`config.mk`:
```
export PLATFORM = sky130hd
export DESIGN_NAME = demux1to4_deser
export DESIGN_NICKNAME = d
export VERILOG_FILES = /design/src/rtl/demux1to4_deser.sv
export SDC_FILE = /design/constraint.sdc
export NUM_CORES = 1
export LEC_CHECK = 0
export BUFFER_PORTS_ARGS = -buffer_cell sky130_fd_sc_hd__buf_2
export CAP_MARGIN = 0
export CORE_MARGIN = 2
export CORE_UTILIZATION = 40
export DETAILED_ROUTE_END_ITERATION = 10
export HOLD_SLACK_MARGIN = 0.02
export REMOVE_ABC_BUFFERS = 1
export SLEW_MARGIN = 40
export SYNTH_ARGS = -nofsm -noshare
export SYNTH_HDL_FRONTEND = slang
export SYNTH_SLANG_ARGS = --single-unit
```
`constraint.sdc`:
```
create_clock -name clk -period 2.16 [get_ports clk]
set_input_delay 0.216 -clock clk [delete_from_list [all_inputs] [get_ports clk]]
set_output_delay 0.216 -clock clk [all_outputs]
set_load 0.1 [all_outputs]
```
`src/rtl/demux1to4_deser.sv`:
```
// 1-to-4 demultiplexer/deserializer: steers a serial bit stream into four lanes
// and presents each completed word on a valid/ready output. Optional: DEMUX_OVERRUN_EN.
module demux1to4_deser #(
    parameter logic [3:0] RESET_WORD = 4'b0000
) (
    input  logic       clk,
    input  logic       rst,
    input  logic       d_in,
    input  logic       d_valid,
    output logic       d_ready,
    input  logic       auto_mode,
    input  logic [1:0] select,
    output logic [3:0] q,
    output logic       q_valid,
    input  logic       q_ready,
    output logic [1:0] lane_idx,
`ifdef DEMUX_OVERRUN_EN
    output logic       overrun,
`endif
    output logic [3:0] fill_mask
);

    typedef enum logic {COLLECT, HOLD} state_e;

    state_e     state_q;
    logic [3:0] q_q;
    logic [3:0] shadow_q, shadow_d;
    logic [3:0] fill_q, fill_d;
    logic [1:0] lane_q, lane_d;
    logic       mode_q;

    logic       mode_change;
    logic [3:0] base_fill;
    logic [1:0] base_lane;
    logic [1:0] lane_sel;
    logic [3:0] merged_fill;
    logic       accept;
    logic       complete;

    assign q_valid   = (state_q == HOLD);
    assign d_ready   = !q_valid || q_ready;
    assign q         = q_q;
    assign lane_idx  = lane_q;
    assign fill_mask = fill_q;

    // NOTE: every always_comb output gets a default first so no path can infer a latch.
    always_comb begin
        mode_change = (auto_mode != mode_q);
        // A mode change discards the partial word before this cycle's bit is placed.
        base_fill   = mode_change ? 4'b0000 : fill_q;
        base_lane   = mode_change ? 2'd0    : lane_q;
        lane_sel    = auto_mode ? base_lane : select;
        accept      = d_valid && d_ready;
        merged_fill = base_fill | (4'b0001 << lane_sel);
        complete    = accept && (merged_fill == 4'b1111);

        shadow_d = shadow_q;
        fill_d   = base_fill;
        lane_d   = base_lane;
        if (accept) begin
            shadow_d[lane_sel] = d_in;
        end
        if (complete) begin
            fill_d = 4'b0000;
            lane_d = 2'd0;
        end else if (accept) begin
            fill_d = merged_fill;
            if (auto_mode) begin
                lane_d = base_lane + 2'd1;
            end
        end
    end

    // NOTE: sequential state uses non-blocking assignments so every register samples pre-edge values.
    always_ff @(posedge clk) begin
        if (rst) begin
            state_q  <= COLLECT;
            q_q      <= RESET_WORD;
            shadow_q <= RESET_WORD;
            fill_q   <= 4'b0000;
            lane_q   <= 2'd0;
            mode_q   <= 1'b0;
        end else begin
            mode_q   <= auto_mode;
            shadow_q <= shadow_d;
            fill_q   <= fill_d;
            lane_q   <= lane_d;
            case (state_q)
                COLLECT: begin
                    if (complete) begin
                        q_q     <= shadow_d;
                        state_q <= HOLD;
                    end
                end
                HOLD: begin
                    // A completion on the consuming edge replaces the word and keeps q_valid high.
                    if (complete) begin
                        q_q <= shadow_d;
                    end else if (q_ready) begin
                        state_q <= COLLECT;
                    end
                end
                default: state_q <= COLLECT;
            endcase
        end
    end

`ifdef DEMUX_OVERRUN_EN
    logic overrun_q;

    always_ff @(posedge clk) begin
        if (rst) begin
            overrun_q <= 1'b0;
        end else if (d_valid && !d_ready) begin
            overrun_q <= 1'b1;
        end
    end

    assign overrun = overrun_q;
`endif

endmodule

```
==> results of run 1 <==
[critical path: stages, from the launching register on]
cell and delay [ns]:
sky130_fd_sc_hd__dfxtp_1 0.42, sky130_fd_sc_hd__xnor2_2 0.36, sky130_fd_sc_hd__a221oi_2 0.13, sky130_fd_sc_hd__o211ai_2 0.26, sky130_fd_sc_hd__nand3_4 0.19, sky130_fd_sc_hd__mux2_4 0.33
[cells in the final DEF, fill, tap and decap left out, types with 2 or more instances in the layout]
master | netlist | final
sky130_fd_sc_hd__nor2_1 | 5 | 5
sky130_fd_sc_hd__o2111ai_1 | 3 | 3
sky130_fd_sc_hd__o211ai_1 | 3 | 3
sky130_fd_sc_hd__clkbuf_4 | 0 | 3
sky130_fd_sc_hd__buf_2 | 1 | 19
sky130_fd_sc_hd__mux2_4 | 4 | 4
sky130_fd_sc_hd__dfxtp_1 | 16 | 16
sky130_fd_sc_hd__o21ai_0 | 2 | 2
sky130_fd_sc_hd__nor3b_1 | 2 | 2
sky130_fd_sc_hd__mux2i_1 | 6 | 6
sky130_fd_sc_hd__a21oi_1 | 5 | 5
sky130_fd_sc_hd__nor2b_1 | 5 | 5
sky130_fd_sc_hd__nand2_1 | 6 | 6
sky130_fd_sc_hd__and2_1 | 4 | 4
[per-stage QoR]
| step | cells | instance area, um2 |
|---|---|---|
| 2_1_floorplan | 80 | 835 |
| 3_3_place_gp | 126 | 963 |
| 3_5_place_dp | 126 | 963 |
| 4_1_cts | 130 | 1000 |
| 5_1_grt | 130 | 1000 |
| 6_report | 130 | 1000 |
[sequential cells by signal (all words and copies together), names as in the netlist]
signal     cells
fill_mask      4
q              4
shadow_q       4
lane_idx       2
mode_q         1
q_valid        1
[area by class of cell]
cell class,count,area (um2),area share
clock buffer,4,36.3,0.0363
sequential,16,320,0.320
inverter,1,3.75,0.00375
timing repair buffer,19,95.1,0.0951
multi-input combinational,63,510,0.511
tap,27,33.8,0.0338
[path summary, 6_finish.rpt]
check                          startpoint                      end  slack, ns  depth (start not counted)
setup / recovery        mode_q$_SDFF_PP0_        q[3]$_SDFFE_PP0P_       0.36                          5
hold / removal                       d_in   shadow_q[1]$_SDFF_PP0_       0.28                          3
setup reg to reg        mode_q$_SDFF_PP0_        q[3]$_SDFFE_PP0P_       0.36                          5
hold reg to reg   fill_mask[0]$_SDFF_PP0_  fill_mask[0]$_SDFF_PP0_       0.53                          2
[power by group]
group          switching, mW  internal [mW]  leakage [nW]  total [mW]
clock network         0.0889          0.102        0.0210       0.191
logic                 0.0704         0.0301         0.292       0.101
registers            0.00987          0.303         0.130       0.313
total                  0.169          0.435         0.443       0.605
[metal layers]
layer	global-route usage	vias up
met5	0	-
met4	0.0676	0
met3	0.0208	4
met2	0.224	18
met1	0.207	328
li1	-	350
[cell families after synthesis]
| logic type | Yosys count |
|---|---|
| AND/OR/NAND/NOR | 31 |
| XOR/XNOR | 2 |
| AO/OA/AOI/OAI | 20 |
| flip-flops | 16 |
| multiplexers | 10 |
| buffers and inverters | 6 |
==> impl_metrics.xml, run 1 <==
<?xml version="1.0" encoding="UTF-8"?>
<metrics>
  <group name="logic_synthesis">
    <metric name="synth.area.mux_share" unit="">0.138</metric>
    <metric name="synthesis.area_per_instance" unit="um2">10.2</metric>
    <metric name="synth-seq-cells" unit="">16</metric>
    <metric name="seq_area_frac_synth" unit="">0.368</metric>
    <metric name="yosys.area_share.simple" unit="">0.233</metric>
    <metric name="post-synth-top-area-cell" unit="">sky130_fd_sc_hd__dfxtp_1</metric>
    <metric name="synth_top_family_by_area" unit="">simple AND/OR/NAND/NOR gates</metric>
    <metric name="postSynth.asyncResetShare" unit="">0</metric>
    <metric name="post_synth_inst_count" unit="">85</metric>
    <metric name="yosysUniqueCellTypes" unit="">34</metric>
    <metric name="ys.flop_type" unit="">sky130_fd_sc_hd__dfxtp_1</metric>
    <metric name="synth-compound-area-share" unit="">0.187</metric>
    <metric name="yosys_warnings" unit="">0</metric>
    <metric name="synth_commonest_cells" unit="">sky130_fd_sc_hd__dfxtp_1 (16), sky130_fd_sc_hd__mux2i_1 (6), sky130_fd_sc_hd__nand2_1 (6)</metric>
    <metric name="synth_enable_flop_cells" unit="">0</metric>
    <metric name="synth.top_cells.by_area" unit="">sky130_fd_sc_hd__dfxtp_1 (37%), sky130_fd_sc_hd__mux2i_1 (6.9%), sky130_fd_sc_hd__mux2_4 (6.9%)</metric>
    <metric name="yosys.area_share.xor_xnor" unit="">0.0288</metric>
    <metric name="area_share_of_the_largest_cell_type_after_synthesis" unit="">0.368</metric>
    <metric name="most_frequently_used_cell_type_in_the_post_synthesis_netlist" unit="">sky130_fd_sc_hd__dfxtp_1</metric>
    <metric name="synthesized_cell_area" unit="um2">870</metric>
    <metric name="synth_fa_ha_area_frac" unit="">0</metric>
  </group>
  <group name="setup_path">
    <metric name="worstPathArrival" unit="ns">1.97</metric>
    <metric name="worst_setup_path_end_kind" unit="">register</metric>
    <metric name="timing.critical_path.fanout_max" unit="">10</metric>
    <metric name="critPathRequiredTime" unit="ns">2.33</metric>
    <metric name="worstSetupPathType" unit="">register to register</metric>
    <metric name="critical_path.startpoint_type" unit="">register</metric>
  </group>
  <group name="sta">
    <metric name="timing.clock.skew" unit="ns">0.00509</metric>
    <metric name="post-route-min-period" unit="ns">1.80</metric>
    <metric name="number_of_setup_violations_in_the_final_report" unit="">0</metric>
    <metric name="fin_hold_ws" unit="ns">0.277</metric>
    <metric name="final_max_slew_viol_count" unit="">0</metric>
    <metric name="relSlewSlack" unit="">0.677</metric>
    <metric name="post-route-period-util" unit="">0.832</metric>
    <metric name="fmax" unit="MHz">556</metric>
    <metric name="rsz0062_at_grt" unit="">no</metric>
    <metric name="setup_tns" unit="ns">0</metric>
    <metric name="worst_slack" unit="ns">0.362</metric>
    <metric name="tightestPinTransition" unit="ns">0.488</metric>
    <metric name="hold_violation_count_in_the_final_report" unit="">0</metric>
  </group>
  <group name="drt">
    <metric name="detailroute.wirelength.met3" unit="um">75</metric>
    <metric name="drt_pre_antenna_iters" unit="">4</metric>
    <metric name="final_antenna_net_count" unit="">0</metric>
    <metric name="remaining_drc_errors" unit="">0</metric>
    <metric name="post_drt_via_cell_ratio" unit="">5.38</metric>
    <metric name="totalWireLength" unit="um">1690</metric>
    <metric name="avgRoutedWirePerCell" unit="um">13.0</metric>
    <metric name="met2_length" unit="um">715</metric>
    <metric name="dr_iter_0_viols" unit="">2</metric>
    <metric name="wl_met1" unit="um">866</metric>
    <metric name="dr.max_layer_used" unit="">met4</metric>
    <metric name="num_vias" unit="">700</metric>
  </group>
  <group name="cts">
    <metric name="clock_latency_at_the_later_pin_of_the_worst_skew_pair" unit="ns">0.28</metric>
    <metric name="ctsRootBufferMaster" unit="">sky130_fd_sc_hd__clkbuf_4</metric>
    <metric name="cts_setup_buffers" unit="">0</metric>
    <metric name="cts_repair_resized_insts" unit="">0</metric>
    <metric name="holdBufCountCts" unit="">0</metric>
    <metric name="cts.sink_count" unit="">16</metric>
    <metric name="tritoncts_clock_tree" unit="">yes</metric>
    <metric name="max-clock-path-buffers" unit="">2</metric>
    <metric name="cts-buffers-inserted" unit="">3</metric>
    <metric name="h-tree-depth" unit="">1</metric>
    <metric name="clk_pin_slew" unit="ns">0.09</metric>
  </group>
  <group name="placed_design">
    <metric name="place_worst_setup_slack" unit="ns">0.375</metric>
    <metric name="buffer_ports.inserted" unit="">19</metric>
    <metric name="dpl.hpwl" unit="um">1290</metric>
    <metric name="gp_weighted_congestion" unit="">0.837</metric>
  </group>
  <group name="job">
    <metric name="max_cap_viol_count" unit="">0</metric>
  </group>
  <group name="die">
    <metric name="initial_core_util" unit="">0.434</metric>
    <metric name="height_of_the_die" unit="um">50.6</metric>
    <metric name="fp.dieW" unit="um">50.6</metric>
    <metric name="rows" unit="">16</metric>
    <metric name="standard_cell_core_area" unit="um2">2000</metric>
    <metric name="num_io_pins" unit="">20</metric>
    <metric name="fp.dieArea" unit="um2">2560</metric>
  </group>
  <group name="power">
    <metric name="final_total_pwr" unit="mW">0.605</metric>
    <metric name="leakagePower" unit="nW">0.443</metric>
    <metric name="powerDensity" unit="nW/um2">605</metric>
    <metric name="irDropWorstVdd" unit="uV">336</metric>
  </group>
  <group name="run_status">
    <metric name="status" unit="">completed</metric>
  </group>
  <group name="final_layout">
    <metric name="antennaDiodeCount" unit="">0</metric>
    <metric name="num-fill-cells" unit="">208</metric>
    <metric name="final_util" unit="">0.499</metric>
    <metric name="drive_gt1_frac" unit="">0.340</metric>
    <metric name="final_nets" unit="">112</metric>
    <metric name="syn_to_layout_area_delta" unit="%">15.0</metric>
  </group>
  <group name="worst_hold_path">
    <metric name="worstHoldPathType" unit="">input pin to register</metric>
  </group>
  <group name="global_routing">
    <metric name="globalRouteOverflowTotal" unit="">0</metric>
    <metric name="grt_pass1_vias" unit="">676</metric>
    <metric name="antenna_violations_before_repair" unit="">0</metric>
    <metric name="grt_max_degree" unit="">17</metric>
    <metric name="grt_usage" unit="">0.148</metric>
    <metric name="grt_first_pass_wirelength" unit="um">2970</metric>
  </group>
</metrics>
(Power assumes the default switching activity.)
==> run 2: changes to the inputs <==
==> constraint.sdc (replaced) <==
create_clock -name clk -period 1.8 [get_ports clk]
set_input_delay 0.18 -clock clk [delete_from_list [all_inputs] [get_ports clk]]
set_output_delay 0.18 -clock clk [all_outputs]
set_load 0.1 [all_outputs]
==> run 2 against run 1 <==
  * Clock skew rose by 0.0020 ns
  * Critical path depth is the same
  * Sequential share of layout area shrank 0.71 points
  * Clock power grew 23%
  * Hold slack got worse by 0.040 ns
  * Wire length down 0.24%
==> impl_metrics.xml, run 2 (synthesized netlist as in run 1, its figures left out) <==
<?xml version="1.0" encoding="UTF-8"?>
<metrics>
  <group name="drt">
    <metric name="remaining_drc_errors" unit="">0</metric>
    <metric name="num_vias" unit="">684</metric>
    <metric name="avgRoutedWirePerCell" unit="um">12.6</metric>
    <metric name="drt_pre_antenna_iters" unit="">4</metric>
    <metric name="final_antenna_net_count" unit="">0</metric>
    <metric name="detailroute.wirelength.met3" unit="um">87</metric>
    <metric name="totalWireLength" unit="um">1680</metric>
    <metric name="wl_met1" unit="um">883</metric>
    <metric name="dr.max_layer_used" unit="">met4</metric>
    <metric name="post_drt_via_cell_ratio" unit="">5.14</metric>
    <metric name="met2_length" unit="um">694</metric>
    <metric name="dr_iter_0_viols" unit="">17</metric>
  </group>
  <group name="setup_path">
    <metric name="critPathRequiredTime" unit="ns">1.98</metric>
    <metric name="worst_setup_path_end_kind" unit="">register</metric>
    <metric name="ff2ff_setup_slack" unit="ns">0.12</metric>
    <metric name="worstPathArrival" unit="ns">1.85</metric>
    <metric name="critical_path.startpoint_type" unit="">register</metric>
    <metric name="crit_path_cell_trace" unit="">xnor2_2 &gt; a221oi_2 &gt; o211ai_2 &gt; nand3_4 &gt; mux2_4</metric>
    <metric name="crit_slowest_cell" unit="">sky130_fd_sc_hd__dfxtp_1</metric>
    <metric name="timing.reg2reg.worst_path_depth" unit="">5</metric>
    <metric name="timing.critical_path.fanout_max" unit="">9</metric>
    <metric name="crit-reg2reg-capture" unit="">q[3]$_SDFFE_PP0P_</metric>
    <metric name="critical_path.reg2reg.startpoint" unit="">mode_q$_SDFF_PP0_</metric>
    <metric name="critical_path.max_stage_delay" unit="ns">0.38</metric>
    <metric name="worstSetupPathType" unit="">register to register</metric>
  </group>
  <group name="final_layout">
    <metric name="antennaDiodeCount" unit="">0</metric>
    <metric name="num-fill-cells" unit="">207</metric>
    <metric name="final_common_cell" unit="">sky130_fd_sc_hd__buf_2</metric>
    <metric name="postLayoutCellArea" unit="um2">1020</metric>
    <metric name="final_util" unit="">0.511</metric>
    <metric name="final_nets" unit="">115</metric>
    <metric name="drive_gt1_frac" unit="">0.358</metric>
    <metric name="syn_to_layout_area_delta" unit="%">17.6</metric>
    <metric name="most-common-layout-cells" unit="">sky130_fd_sc_hd__buf_2 (19), sky130_fd_sc_hd__dfxtp_1 (16), sky130_fd_sc_hd__nand2_1 (6), sky130_fd_sc_hd__mux2i_1 (6)</metric>
  </group>
  <group name="sta">
    <metric name="tightestPinTransition" unit="ns">0.492</metric>
    <metric name="post-route-period-util" unit="">0.931</metric>
    <metric name="rsz0062_at_grt" unit="">no</metric>
    <metric name="post-route-min-period" unit="ns">1.68</metric>
    <metric name="fin_hold_ws" unit="ns">0.237</metric>
    <metric name="final_max_slew_viol_count" unit="">0</metric>
    <metric name="relSlewSlack" unit="">0.674</metric>
    <metric name="number_of_setup_violations_in_the_final_report" unit="">0</metric>
    <metric name="timing.clock.skew" unit="ns">0.00705</metric>
    <metric name="fmax" unit="MHz">597</metric>
    <metric name="setup_tns" unit="ns">0</metric>
    <metric name="hold_violation_count_in_the_final_report" unit="">0</metric>
  </group>
  <group name="global_routing">
    <metric name="grt_max_degree" unit="">17</metric>
    <metric name="globalRouteOverflowTotal" unit="">0</metric>
    <metric name="antenna_violations_before_repair" unit="">0</metric>
    <metric name="grt_usage" unit="">0.149</metric>
    <metric name="grt_first_pass_wirelength" unit="um">2860</metric>
    <metric name="grt_pass1_vias" unit="">626</metric>
  </group>
  <group name="power">
    <metric name="powerDensity" unit="nW/um2">722</metric>
    <metric name="comb_power_share" unit="">0.177</metric>
    <metric name="irDropWorstVdd" unit="uV">493</metric>
    <metric name="pwr-share-seq" unit="">0.505</metric>
    <metric name="final_total_pwr" unit="mW">0.738</metric>
    <metric name="leakagePower" unit="nW">0.458</metric>
    <metric name="power_switching" unit="mW">0.209</metric>
    <metric name="switching_share" unit="">0.283</metric>
    <metric name="power.internal" unit="mW">0.529</metric>
    <metric name="clock_power_share" unit="">0.318</metric>
  </group>
  <group name="cts">
    <metric name="clk_pin_slew" unit="ns">0.10</metric>
    <metric name="tritoncts_clock_tree" unit="">yes</metric>
    <metric name="holdBufCountCts" unit="">0</metric>
    <metric name="clock_latency_at_the_later_pin_of_the_worst_skew_pair" unit="ns">0.29</metric>
    <metric name="max-clock-path-buffers" unit="">2</metric>
    <metric name="ctsRootBufferMaster" unit="">sky130_fd_sc_hd__clkbuf_4</metric>
    <metric name="h-tree-depth" unit="">1</metric>
    <metric name="cts-buffers-inserted" unit="">3</metric>
    <metric name="cts.sink_count" unit="">16</metric>
    <metric name="cts_repair_resized_insts" unit="">0</metric>
    <metric name="cts_setup_buffers" unit="">0</metric>
  </group>
  <group name="placed_design">
    <metric name="place_area" unit="um2">986</metric>
    <metric name="gp_weighted_congestion" unit="">0.810</metric>
    <metric name="buffer_ports.inserted" unit="">19</metric>
    <metric name="dpl.hpwl" unit="um">1280</metric>
  </group>
  <group name="die">
    <metric name="initial_core_util" unit="">0.434</metric>
    <metric name="rows" unit="">16</metric>
    <metric name="fp.dieW" unit="um">50.6</metric>
    <metric name="num_io_pins" unit="">20</metric>
    <metric name="height_of_the_die" unit="um">50.6</metric>
    <metric name="fp.dieArea" unit="um2">2560</metric>
    <metric name="standard_cell_core_area" unit="um2">2000</metric>
  </group>
  <group name="worst_hold_path">
    <metric name="worstHoldPathType" unit="">input pin to register</metric>
    <metric name="worstHoldEndpoint" unit="">shadow_q[1]$_SDFF_PP0_</metric>
    <metric name="hold_depth" unit="">3</metric>
    <metric name="holdCritStartpoint" unit="">d_in</metric>
  </group>
  <group name="job">
    <metric name="max_cap_viol_count" unit="">0</metric>
  </group>
  <group name="run_status">
    <metric name="status" unit="">completed</metric>
  </group>
</metrics>
-- run 2: final cells by class --
type	instances	area [um2]	area share
Timing Repair Buffer	22	118	0.115
Clock buffer	4	36.3	0.0355
Inverter	1	3.75	0.00367
Sequential cell	16	320	0.313
Tap cell	27	33.8	0.0330
Multi-Input combinational cell	63	510	0.499
-- run 2: power by group through the flow --
stage / Combinational, mW / Sequential (mW) / Clock (mW)
after floorplan: 0.0473 / 0.421 / 0
after global placement: 0.130 / 0.381 / 0
after detailed placement: 0.131 / 0.381 / 0
after CTS: 0.132 / 0.373 / 0.246
after global routing: 0.141 / 0.375 / 0.253
final: 0.131 / 0.373 / 0.235
-- run 2: worst max path at each step --
stage | start | to | slack, ns | depth (start not counted)
floorplan | q_valid$_SDFF_PP0_ | lane_idx[0]$_SDFF_PP0_ | -1.14 | 5
global route | lane_idx[0]$_SDFF_PP0_ | q[2]$_SDFFE_PP0P_ | 0.02 | 5
CTS | mode_q$_SDFF_PP0_ | q[3]$_SDFFE_PP0P_ | 0.10 | 5
finish | mode_q$_SDFF_PP0_ | q[3]$_SDFFE_PP0P_ | 0.12 | 5
global placement | auto_mode | q[2]$_SDFFE_PP0P_ | 0.13 | 6
detailed placement | mode_q$_SDFF_PP0_ | q[1]$_SDFFE_PP0P_ | 0.12 | 5
-- run 2: layer usage --
metal / vias up / GRT usage
li1: 354 / -
met1: 308 / 0.204
met2: 20 / 0.217
met3: 2 / 0.0238
met4: 0 / 0.0946
met5: - / 0
-- run 2: worst max-delay path: cells and delay by family, from the launching register on --
kind	cells	cell delay (ns)
AO/OA/AOI/OAI	2	0.37
XOR/XNOR	1	0.31
AND/OR/NAND/NOR	1	0.18
flip-flops	1	0.38
multiplexers	1	0.33
-- run 2: metrics by stage --
stage,cells,setup slack [ns]
5_1_grt,133,0.0202
3_5_place_dp,129,0.120
6_report,133,0.125
2_1_floorplan,80,-1.14
3_3_place_gp,129,0.130
4_1_cts,133,0.104
==> run 3: changes to the inputs <==
==> constraint.sdc (replaced) <==
create_clock -name clk -period 1.6 [get_ports clk]
set_input_delay 0.16 -clock clk [delete_from_list [all_inputs] [get_ports clk]]
set_output_delay 0.16 -clock clk [all_outputs]
set_load 0.1 [all_outputs]
==> run 3 against run 2 <==
  * Wire length rose by 10%
  * Sequential power rose by 12%
  * Global-route usage rose by 0.36 points
  * Critical path depth did not move
  * Combinational power rose by 30%
  * Cell count rose by 6.8%
  * Maximum frequency rose by 7.6%
  * Critical path type unchanged
==> impl_metrics.xml, run 3 (synthesized netlist as in run 1, its figures left out) <==
<?xml version="1.0" encoding="UTF-8"?>
<metrics>
  <group name="placed_design">
    <metric name="place_area" unit="um2">1050</metric>
    <metric name="dpl.hpwl" unit="um">1390</metric>
    <metric name="placed_cells" unit="">137</metric>
    <metric name="buffer_ports.inserted" unit="">19</metric>
    <metric name="gp_weighted_congestion" unit="">0.815</metric>
  </group>
  <group name="cts">
    <metric name="holdBufCountCts" unit="">0</metric>
    <metric name="cts-buffers-inserted" unit="">3</metric>
    <metric name="ctsRootBufferMaster" unit="">sky130_fd_sc_hd__clkbuf_4</metric>
    <metric name="clk_pin_slew" unit="ns">0.09</metric>
    <metric name="h-tree-depth" unit="">1</metric>
    <metric name="max-clock-path-buffers" unit="">2</metric>
    <metric name="cts.sink_count" unit="">16</metric>
    <metric name="clock_latency_at_the_later_pin_of_the_worst_skew_pair" unit="ns">0.29</metric>
    <metric name="tritoncts_clock_tree" unit="">yes</metric>
  </group>
  <group name="die">
    <metric name="fp.dieArea" unit="um2">2560</metric>
    <metric name="height_of_the_die" unit="um">50.6</metric>
    <metric name="num_io_pins" unit="">20</metric>
    <metric name="rows" unit="">16</metric>
    <metric name="standard_cell_core_area" unit="um2">2000</metric>
    <metric name="fp.dieW" unit="um">50.6</metric>
    <metric name="initial_core_util" unit="">0.434</metric>
  </group>
  <group name="drt">
    <metric name="post_drt_via_cell_ratio" unit="">5.24</metric>
    <metric name="drt_pre_antenna_iters" unit="">4</metric>
    <metric name="avgRoutedWirePerCell" unit="um">13.0</metric>
    <metric name="totalWireLength" unit="um">1850</metric>
    <metric name="final_antenna_net_count" unit="">0</metric>
    <metric name="dr_iter_0_viols" unit="">10</metric>
    <metric name="remaining_drc_errors" unit="">0</metric>
    <metric name="num_vias" unit="">744</metric>
  </group>
  <group name="sta">
    <metric name="relSlewSlack" unit="">0.678</metric>
    <metric name="timing.clock.skew" unit="ns">0.00130</metric>
    <metric name="hold_violation_count_in_the_final_report" unit="">0</metric>
    <metric name="number_of_setup_violations_in_the_final_report" unit="">0</metric>
    <metric name="fin_hold_ws" unit="ns">0.213</metric>
    <metric name="setup_tns" unit="ns">0</metric>
    <metric name="tightestPinTransition" unit="ns">0.487</metric>
    <metric name="fmax" unit="MHz">642</metric>
    <metric name="post-route-min-period" unit="ns">1.56</metric>
    <metric name="rsz0062_at_grt" unit="">yes</metric>
    <metric name="post-route-period-util" unit="">0.973</metric>
    <metric name="final_max_slew_viol_count" unit="">0</metric>
  </group>
  <group name="setup_path">
    <metric name="worstSetupPathType" unit="">register to register</metric>
    <metric name="critPathRequiredTime" unit="ns">1.78</metric>
    <metric name="worst_setup_path_end_kind" unit="">register</metric>
    <metric name="critical_path.reg2reg.startpoint" unit="">mode_q$_SDFF_PP0_</metric>
    <metric name="timing.critical_path.fanout_max" unit="">7</metric>
    <metric name="worstPathArrival" unit="ns">1.74</metric>
    <metric name="critical_path.startpoint_type" unit="">register</metric>
    <metric name="timing.critical_path.from" unit="">mode_q$_SDFF_PP0_</metric>
  </group>
  <group name="power">
    <metric name="powerDensity" unit="nW/um2">771</metric>
    <metric name="leakagePower" unit="nW">0.504</metric>
    <metric name="irDropWorstVdd" unit="uV">485</metric>
  </group>
  <group name="global_routing">
    <metric name="grt_usage" unit="">0.153</metric>
    <metric name="grt_first_pass_wirelength" unit="um">3040</metric>
    <metric name="grt_pass1_vias" unit="">656</metric>
    <metric name="globalRouteOverflowTotal" unit="">0</metric>
    <metric name="antenna_violations_before_repair" unit="">0</metric>
    <metric name="grt_max_degree" unit="">17</metric>
  </group>
  <group name="final_layout">
    <metric name="final_nets" unit="">124</metric>
    <metric name="final_util" unit="">0.556</metric>
    <metric name="antennaDiodeCount" unit="">0</metric>
    <metric name="fin_cells" unit="">142</metric>
    <metric name="most-common-layout-cells" unit="">sky130_fd_sc_hd__buf_2 (19), sky130_fd_sc_hd__dfxtp_1 (13), sky130_fd_sc_hd__buf_4 (12), sky130_fd_sc_hd__nand2_1 (6), sky130_fd_sc_hd__mux2i_1 (6)</metric>
    <metric name="num-fill-cells" unit="">203</metric>
    <metric name="postLayoutCellArea" unit="um2">1110</metric>
    <metric name="drive_gt1_frac" unit="">0.435</metric>
    <metric name="syn_to_layout_area_delta" unit="%">27.9</metric>
    <metric name="final_common_cell" unit="">sky130_fd_sc_hd__buf_2</metric>
  </group>
  <group name="run_status">
    <metric name="status" unit="">completed</metric>
  </group>
  <group name="worst_hold_path">
    <metric name="worstHoldPathType" unit="">input pin to register</metric>
    <metric name="holdCritStartpoint" unit="">d_in</metric>
  </group>
  <group name="job">
    <metric name="max_cap_viol_count" unit="">0</metric>
  </group>
</metrics>
## run 3: layout make-up
type / count / area [um2] / area share
multi-input combinational: 63 / 522 / 0.469
sequential: 16 / 332 / 0.298
inverter: 1 / 3.75 / 0.00337
tap: 27 / 33.8 / 0.0304
timing repair buffer: 31 / 185 / 0.166
clock buffer: 4 / 36.3 / 0.0326
## run 3: layer usage
| layer | up-vias | share of wire | GRT usage |
|---|---|---|---|
| met3 | 5 | 0.046 | 0.0179 |
| met4 | 0 | 0.018 | 0.0676 |
| met1 | 343 | 0.49 | 0.208 |
| li1 | 374 | - | - |
| met2 | 22 | 0.44 | 0.241 |
| met5 | - | 0 | 0 |
## run 3: through the flow
stage,setup WS (ns),power (mW)
5_1_grt,-0.0399,0.893
4_1_cts,0.00631,0.862
6_report,0.0424,0.857
2_1_floorplan,-1.34,0.527
3_5_place_dp,-0.0977,0.591
3_3_place_gp,-0.107,0.588
## run 3: final timing paths
kind / end / slack [ns] / depth (start not counted)
max: q[3]$_SDFFE_PP0P_ / 0.04 / 5
min: shadow_q[1]$_SDFF_PP0_ / 0.21 / 3
max reg2reg: q[3]$_SDFFE_PP0P_ / 0.04 / 5
min reg2reg: fill_mask[0]$_SDFF_PP0_ / 0.52 / 2
## run 3: critical path, stage by stage (launching register included)
cell	delay, ns
sky130_fd_sc_hd__dfxtp_4	0.39
sky130_fd_sc_hd__and4b_2	0.22
sky130_fd_sc_hd__o2111ai_1	0.22
sky130_fd_sc_hd__o211ai_2	0.16
sky130_fd_sc_hd__nand3_4	0.15
sky130_fd_sc_hd__mux2_4	0.31
## run 3: where the power goes
part	internal, mW	switching (mW)
clock network	0.139	0.130
logic	0.0652	0.105
registers	0.407	0.0115
total	0.610	0.247
## run 3: repair_timing
action / CTS / global route
pin swaps: 1 / 6
endpoints found under the hold margin: 0 / 0
setup buffers: 1 / 0
endpoints found under the setup margin: 9 / 9
resized for setup: 2 / 6
